`config.mk`:
```
export PLATFORM = sky130hd
export DESIGN_NAME = jogo_memoria_fluxo_dados
export DESIGN_NICKNAME = d
export VERILOG_FILES = /design/src/rtl/jogo_memoria_pkg.sv /design/src/rtl/jogo_memoria_rom_16x4.sv /design/src/rtl/jogo_memoria_fluxo_dados.sv
export SDC_FILE = /design/constraint.sdc
export NUM_CORES = 1
export LEC_CHECK = 0
export ABC_AREA = 1
export CAP_MARGIN = 20
export CELL_PAD_IN_SITES_DETAIL_PLACEMENT = 0
export CELL_PAD_IN_SITES_GLOBAL_PLACEMENT = 1
export CORE_MARGIN = 2
export CORE_UTILIZATION = 37
export DETAILED_ROUTE_END_ITERATION = 10
export PLACE_DENSITY = 0.91
export SYNTH_ARGS = -nofsm -noshare
export SYNTH_HDL_FRONTEND = slang
export SYNTH_SLANG_ARGS = --single-unit
```
`constraint.sdc`:
```
create_clock -name clock -period 1.7 [get_ports clock]
set_input_delay 0.255 -clock clock [delete_from_list [all_inputs] [get_ports clock]]
set_output_delay 0.255 -clock clock [all_outputs]
set_load 0.02 [all_outputs]
```
`src/rtl/jogo_memoria_pkg.sv`:
```
// Shared constants for the memory-game datapath: level limits, timer defaults
// and the fixed one-hot sequence played back to the player.
package jogo_memoria_pkg;

   localparam int ROM_DEPTH = 16;
   localparam int ROM_WIDTH = 4;
   localparam int E_WIDTH   = 5;

   localparam logic [E_WIDTH-1:0]   E_MAX          = 5'd16;
   localparam logic [ROM_WIDTH-1:0] LIMITE_FACIL   = 4'd7;
   localparam logic [ROM_WIDTH-1:0] LIMITE_DIFICIL = 4'd15;

   localparam int TIMEOUT_CYCLES_DEFAULT = 5000;
   localparam int LED_CYCLES_DEFAULT     = 1000;

   typedef enum logic {
      NIVEL_FACIL   = 1'b0,
      NIVEL_DIFICIL = 1'b1
   } nivel_t;

   // Sequence shown to the player, index 0 first
   localparam logic [ROM_WIDTH-1:0] ROM_CONTEUDO [ROM_DEPTH] = '{
      4'b0001, 4'b0010, 4'b0100, 4'b1000,
      4'b0100, 4'b0010, 4'b0001, 4'b0001,
      4'b0010, 4'b0010, 4'b0100, 4'b0100,
      4'b1000, 4'b1000, 4'b0001, 4'b0100
   };

   function automatic logic [ROM_WIDTH-1:0] limite_nivel(input nivel_t nivel);
      return (nivel == NIVEL_DIFICIL) ? LIMITE_DIFICIL : LIMITE_FACIL;
   endfunction

endpackage

```
`src/rtl/jogo_memoria_rom_16x4.sv`:
```
// Fixed 16x4 sequence ROM with combinational read; the sequence must be
// visible in the same cycle the address counter changes.
module jogo_memoria_rom_16x4
   import jogo_memoria_pkg::*;
(
   input  logic [3:0] endereco,
   output logic [3:0] dado
);

   assign dado = ROM_CONTEUDO[endereco];

endmodule

```
`src/rtl/jogo_memoria_fluxo_dados.sv`:
```
// Memory-game datapath: round/address counters, player register, level,
// shared timer and button-press edge detection, with status flags for the FSM.
module jogo_memoria_fluxo_dados
   import jogo_memoria_pkg::*;
#(
   parameter int TIMEOUT_CYCLES = TIMEOUT_CYCLES_DEFAULT,
   parameter int LED_CYCLES     = LED_CYCLES_DEFAULT
) (
   input  logic       clock,
   input  logic       reset,
   input  logic       zeraE,
   input  logic       contaE,
   input  logic       zeraS,
   input  logic       contaS,
   input  logic       zeraR,
   input  logic       registraR,
   input  logic       contaT,
   input  logic       zeraT,
   input  logic       nivel_uc,
   input  logic [3:0] botoes,
   output logic       fimE,
   output logic       igualE,
   output logic       igualS,
   output logic       maiorS,
   output logic       tem_jogada,
   output logic       timeout,
   output logic       timeoutL,
   output logic [3:0] memoria,
   output logic [3:0] db_contagem,
   output logic [3:0] db_limite,
   output logic [3:0] db_jogada,
   output logic       db_nivel
);

   localparam int T_WIDTH = (TIMEOUT_CYCLES > 2) ? $clog2(TIMEOUT_CYCLES) : 1;
   localparam logic [T_WIDTH-1:0] T_MAX = T_WIDTH'(TIMEOUT_CYCLES - 1);
   localparam logic [T_WIDTH-1:0] T_LED = T_WIDTH'(LED_CYCLES - 1);

   logic [E_WIDTH-1:0] e_reg;
   logic [3:0]         s_reg;
   logic [3:0]         r_reg;
   logic [T_WIDTH-1:0] t_reg;
   nivel_t             nivel_reg;
   logic               prev_press_reg;
   logic [3:0]         limite;
   logic [3:0]         rom_dado;

   assign limite = limite_nivel(nivel_reg);

   // E is one bit wider than S so it can step past the last index (16)
   always_ff @(posedge clock or posedge reset) begin
      if (reset) begin
         e_reg <= '0;
      end else if (zeraE) begin
         e_reg <= '0;
      end else if (contaE && (e_reg != E_MAX)) begin
         e_reg <= e_reg + 5'd1;
      end
   end

   always_ff @(posedge clock or posedge reset) begin
      if (reset) begin
         s_reg     <= '0;
         nivel_reg <= NIVEL_FACIL;
      end else if (zeraS) begin
         s_reg     <= '0;
         nivel_reg <= nivel_t'(nivel_uc);
      end else if (contaS && (s_reg < limite)) begin
         s_reg <= s_reg + 4'd1;
      end
   end

   always_ff @(posedge clock or posedge reset) begin
      if (reset) begin
         r_reg <= '0;
      end else if (zeraR) begin
         r_reg <= '0;
      end else if (registraR) begin
         r_reg <= botoes;
      end
   end

   // Restarting the address counter also restarts the display/reply window
   always_ff @(posedge clock or posedge reset) begin
      if (reset) begin
         t_reg <= '0;
      end else if (zeraT || zeraE) begin
         t_reg <= '0;
      end else if (contaT && (t_reg != T_MAX)) begin
         t_reg <= t_reg + 1'b1;
      end
   end

   always_ff @(posedge clock or posedge reset) begin
      if (reset) begin
         prev_press_reg <= 1'b0;
      end else begin
         prev_press_reg <= |botoes;
      end
   end

   jogo_memoria_rom_16x4 u_rom (
      .endereco (e_reg[3:0]),
      .dado     (rom_dado)
   );

   assign fimE        = (e_reg == {1'b0, limite});
   assign igualS      = (e_reg == {1'b0, s_reg});
   assign maiorS      = (e_reg >  {1'b0, s_reg});
   assign igualE      = (r_reg == rom_dado);
   assign tem_jogada  = (|botoes) & ~prev_press_reg;
   assign timeout     = (t_reg == T_MAX);
   assign timeoutL    = (t_reg == T_LED);
   assign memoria     = rom_dado;
   assign db_contagem = e_reg[3:0];
   assign db_limite   = s_reg;
   assign db_jogada   = r_reg;
   assign db_nivel    = (nivel_reg == NIVEL_DIFICIL);

endmodule

```
# --- After elaboration in Yosys (flattened, before gate mapping) ---
# Memories as Yosys holds them, arrays and structs flattened.
# Index checks and enable logic that the tools add are counted.
word_totals:
  reg_bits: 28
  mem_bits_ro: 64
  in_bits: 15
  output_inout_bits: 24
  word_cells: 43
  n_memories: 1
memory_table:
  columns: ["name", "depth", "width", "read_ports", "rd_ports_with_merged_regs", "wr", "line", "text"]
  rows:
  - ["(name not given)", 16, 4, 1, 0, 0, "jogo_memoria_rom_16x4.sv:10", "assign dado = ROM_CONTEUDO[endereco];"]
op_classes:
  addsub: 3
  magnitude_cmp: 3
  eq_ne: 7
  mux: 11
  bitwise: 3
  reduce_logical: 9
op_table:
  columns: ["cell", "count"]
  rows:
  - ["2-to-1 mux 4 bit", 7]
  - ["2-to-1 mux 13 bit", 2]
  - ["adder 13 x 1 -> 13 bit, second input constant", 1]
  - ["equality test 13 x 10 -> 1 bit, second input constant", 1]
  - ["equality test 13 bit, second input constant", 1]
  - ["inequality test 13 bit, second input constant", 1]
  - ["equality test 5 x 4 -> 1 bit", 2]
  - ["2-to-1 mux 5 bit", 2]
  - ["nonzero test 2 bit", 4]
  - ["adder 5 x 1 -> 5 bit, second input constant", 1]
  - [">= comparator 5 bit, second input constant", 1]
  - ["greater-than comparator 5 x 4 -> 1 bit", 1]
  - ["inequality test 5 bit, second input constant", 1]
  - ["NOT 4 -> 5 bit", 1]
  - ["adder 4 x 1 -> 4 bit, second input constant", 1]
  - ["equality test 4 bit", 1]
  - ["less-than comparator 4 bit", 1]
  - ["OR reduction 4 bit", 1]
  - ["logical AND 1 bit", 3]
  - ["bitwise AND 1 bit", 1]
  - ["logical OR 1 bit", 1]
  - ["NOT 1 bit", 1]

# --- Logic depth before layout (Yosys ltp) ---
logic_depth:
  word_depth: 5
  depth_mapped: 10
  mapped_depth_nobuf: 10

# --- Modules after synthesis ---
# From an unflattened synthesis, not the netlist that was laid out.
unflattened:
  cells_unflattened: 278
  hier_area_um2: 1970.6
modules_own_cells:
  columns: ["mod", "n_inst", "cells_each", "area_each_um2", "seq_area_each_um2"]
  rows:
  - ["jogo_memoria_fluxo_dados", 1, 259, 1893.1, 700.7]
  - ["jogo_memoria_rom_16x4", 1, 19, 77.6, 0.0]

# --- Worst setup path after synthesis ---
# Ideal clock, no wire load.
synth_path:
  kind: "reg2out"
  startpoint: "register e_reg[1]"
  endpoint: "output igualE"
  arrival_ns: 1.850
  required_ns: 1.445
  setup_slack_ns: -0.405
  path_stages_with_launch: 9
  n_path_buf: 0
  cell_sequence: "dfrtp_1 ha_1 ha_1 inv_1 o21ai_0 nand2_1 nand2_1 nand3_1 nor2_1"
synth_between:
  elab_chain_len: 5
synth_rtl:
  columns: ["item", "line", "text"]
  rows:
  - ["start, declared", "jogo_memoria_fluxo_dados.sv:39", "logic [E_WIDTH-1:0] e_reg;"]
  - ["start signal, assigned", "jogo_memoria_fluxo_dados.sv:57", "e_reg <= e_reg + 5'd1;"]
  - ["NOT 4 -> 5 bit (not written as such)", "jogo_memoria_rom_16x4.sv:10", null]
  - ["memory read (16 x 4 bit)", null, null]
  - ["2-to-1 mux 4 bit (not written as such) (2 in series)", "jogo_memoria_rom_16x4.sv:10", null]
  - ["net memoria[3]", "jogo_memoria_fluxo_dados.sv:28", "output logic [3:0] memoria,"]
  - ["equality test 4 bit", "jogo_memoria_fluxo_dados.sv:110", "assign igualE = (r_reg == rom_dado);"]
  - ["end, declared", "jogo_memoria_fluxo_dados.sv:22", "output logic igualE,"]
# The timed path passes the listed nets, and every way through them passes these cells. The select of a mux whose other input is x is not followed.

# --- Final worst setup path ---
layout_path:
  startpoint: "register e_reg[1]"
  endpoint: "output maiorS"
layout_between:
  elab_chain_len: 1
layout_rtl:
  columns: ["item", "line", "text"]
  rows:
  - ["greater-than comparator 5 x 4 -> 1 bit", "jogo_memoria_fluxo_dados.sv:109", "assign maiorS = (e_reg > {1'b0, s_reg});"]
  - ["end, declared", "jogo_memoria_fluxo_dados.sv:24", "output logic maiorS,"]
# Every way passes these cells.

==> impl_metrics.tcl <==
set metrics [dict create \
    first_pass_iters 4 \
    gp_congestion 0.905 \
    wirelength_mm 5.50 \
    core_area_mm2 0.00520 \
    cp.arrival_ns 1.68 \
    final_util_pct 61.6 \
    finClkSkew_ns 0.0158 \
    setup_viol 8 \
    largest_register_ff_count 13 \
    synth_edf_count 0 \
    cts_tree "done" \
    cts_root_buf "clkbuf_8" \
    async_reset_ff_share_pct 100 \
    r2r_cells 11 \
    dpl.cell_count 440 \
    ant_nets 0 \
    maxCapViolations 0 \
    cp_max_fo 5 \
    antenna_found_initial 0 \
    grt_usage_pct 19.5 \
    numClockSinks 28 \
    grt_overflow 0 \
    setup_tns_ns -0.992 \
    area_delta_synth_final_pct 58.0 \
    viasPerCell 4.84 \
    yosysSeqAreaShare_pct 34.5 \
    rows 26 \
    outcome "finished with violations" \
    clock_latency_ns 0.29 \
    worst_pin_slew_ns 0.376 \
    initialDrtViolationCount 165 \
    rsz0062_at_grt "true" \
    hpwlAfterDp_mm 4.09 \
    synth_warnings 0 \
    ir_drop_mv 0.550 \
    r2r_end "t_reg[10]$_DFFE_PP0P_" \
    synth_top_area_cell "dfrtp_1" \
    r2r_slack_ns 0.13 \
    nets 412 \
    drive_gt1_share_pct 31.1 \
    ys_dominant_reg_cell "dfrtp_1" \
    place_worst_setup_slack_ns -0.467 \
    min_path_type "in -> async" \
    fin_crit_ns 1.94 \
    syn-cell-area_mm2 0.00203 \
    cellPowerDensity_mw_per_mm2 563 \
    postCtsHoldBufs 0 \
    ioPinCount 39 \
    grt_pass1_wl_mm 9.71 \
    hold_violations 0 \
    synth_common_cells "nand2_1, inv_1, nand3_1, nor2_1, dfrtp_1" \
    ys_types 27 \
    finalCritPeriodShare_pct 114 \
    grt_max_degree 29 \
    synth_seq_cells 28 \
    syn_inst 289 \
    setup_ws_ns -0.236 \
    cp.required_ns 1.44 \
    cts_buffers 3 \
    wl_per_cell_um 12.1 \
    netlist.area_leader.share_pct 34.5 \
    max-slew-margin-rel_pct 75.0 \
    finalNonFillerCells 453 \
    portBuffers 38 \
    path_clk_slew_ns 0.11 \
    synth_most_common_cell "nand2_1" \
    synthTopCellsByArea "dfrtp_1, nand2_1, nand3_1, ha_1, inv_1" \
    finalPower_w 0.00181 \
    grt_pass1_vias 2152 \
    report.final.slew_viol_count 0 \
    initial_core_util_pct 39.0 \
    worstSetupPathType "reg -> out" \
    start_kind "register" \
    diodes 0 \
    violations "negative setup slack" \
    syn_area_per_cell_um2 7.03 \
    cellLeakagePower_nw 1.57 \
    crit_path_end_kind "output port" \
    dieArea_mm2 0.00610 \
    fmax_mhz 517 \
    die_w_um 78.1 \
    num_vias 2194 \
    die_y_um 78.1 \
    drc 0 \
    reg2reg_from "t_reg[0]$_DFFE_PP0P_" \
    syn_nets 317 \
    cts_buffer_depth 2 \
    htreeDepth 1 \
]
## where the power goes
part | total [W] | switching, W | internal [W]
sequential | 0.000717 | 0.0000279 | 0.000689
combinational | 0.000551 | 0.000280 | 0.000271
clock | 0.000539 | 0.000223 | 0.000316
total | 0.00181 | 0.000531 | 0.00128
## through the flow
stage          instance area, µm²  hold slack (ns)
2_1_floorplan                2050            0.320
6_report                     3210            0.325
5_1_grt                      3210            0.403
3_3_place_gp                 2850            0.547
3_5_place_dp                 2850            0.560
4_1_cts                      3050            0.341
## repair_timing
action                     4_1_cts  5_1_grt
gates cloned                     0        1
setup endpoints to repair       13       22
resized for setup               94       24
pin swaps                       18       12
buffers inserted                 3        5
## cell families after synthesis
kind of cell               count (synthesis)  share of synthesized area (%)
AOI/OAI and AO/OA                         24                           6.72
adders and majority gates                 13                           8.01
DFF                                       28                           34.5
xor gates and xnor gates                   6                           2.59
and+or+nand+nor                          169                           37.4
buffers and inverters                     49                           10.8
## per-layer routing
metal,routed length [µm],GRT usage [%],vias up
li1,-,-,1127
met1,2500,26.2,1013
met2,2710,32.2,50
met3,252,3.68,4
met4,50,5.61,0
met5,0,0,-
## worst max-delay path by stage
stage	slack, ns	from	to
2_1_floorplan	-0.05	e_reg[1]$_DFFE_PP0P_	igualE
3_3_place_gp	-0.41	e_reg[1]$_DFFE_PP0P_	igualE
3_5_place_dp	-0.47	e_reg[1]$_DFFE_PP0P_	igualE
4_1_cts	-0.24	e_reg[1]$_DFFE_PP0P_	igualE
5_1_grt	-0.38	e_reg[1]$_DFFE_PP0P_	igualE
6_report	-0.24	e_reg[1]$_DFFE_PP0P_	maiorS
## cell type report
type                       count  area, µm²
clock buffer                   3       41.3
clock inverter                 1       30.0
fill                         477       2000
inverter                      42        170
multi-input combinational    212       1300
sequential                    28        706
tap                           70       87.6
timing repair buffer          97        877
## critical path, stage by stage, from the launching register on
cell	delay (ns)
dfrtp_2	0.50
buf_6	0.15
ha_4	0.25
nand2_1	0.06
inv_1	0.07
nand4_1	0.09
a41oi_2	0.14
buf_4	0.16
## layout by cell type, fill, tap and decap left out, types with 3 or more instances in the layout
cell             synthesis  final
nand2_1                 76     73
buf_4                    4     53
nand3_1                 37     35
inv_1                   39     32
nor2_1                  29     27
dfrtp_1                 28     24
clkdlybuf4s50_1          0     21
buf_6                    0     12
o21ai_0                 15     11
nand4_1                  9      9
ha_4                     0      7
inv_2                    2      6
xor2_1                   6      6
nor2_2                   4      5
dlygate4sd2_1            0      5
nand2_4                  2      4
o22ai_1                  4      4
ha_1                    13      4
dfrtp_2                  0      4
nor3_1                   3      3
nand2_2                  3      3
inv_4                    0      3
o211ai_1                 3      3
o21ai_2                  0      3
clkbuf_8                 0      3
(Power assumes the default switching activity.)
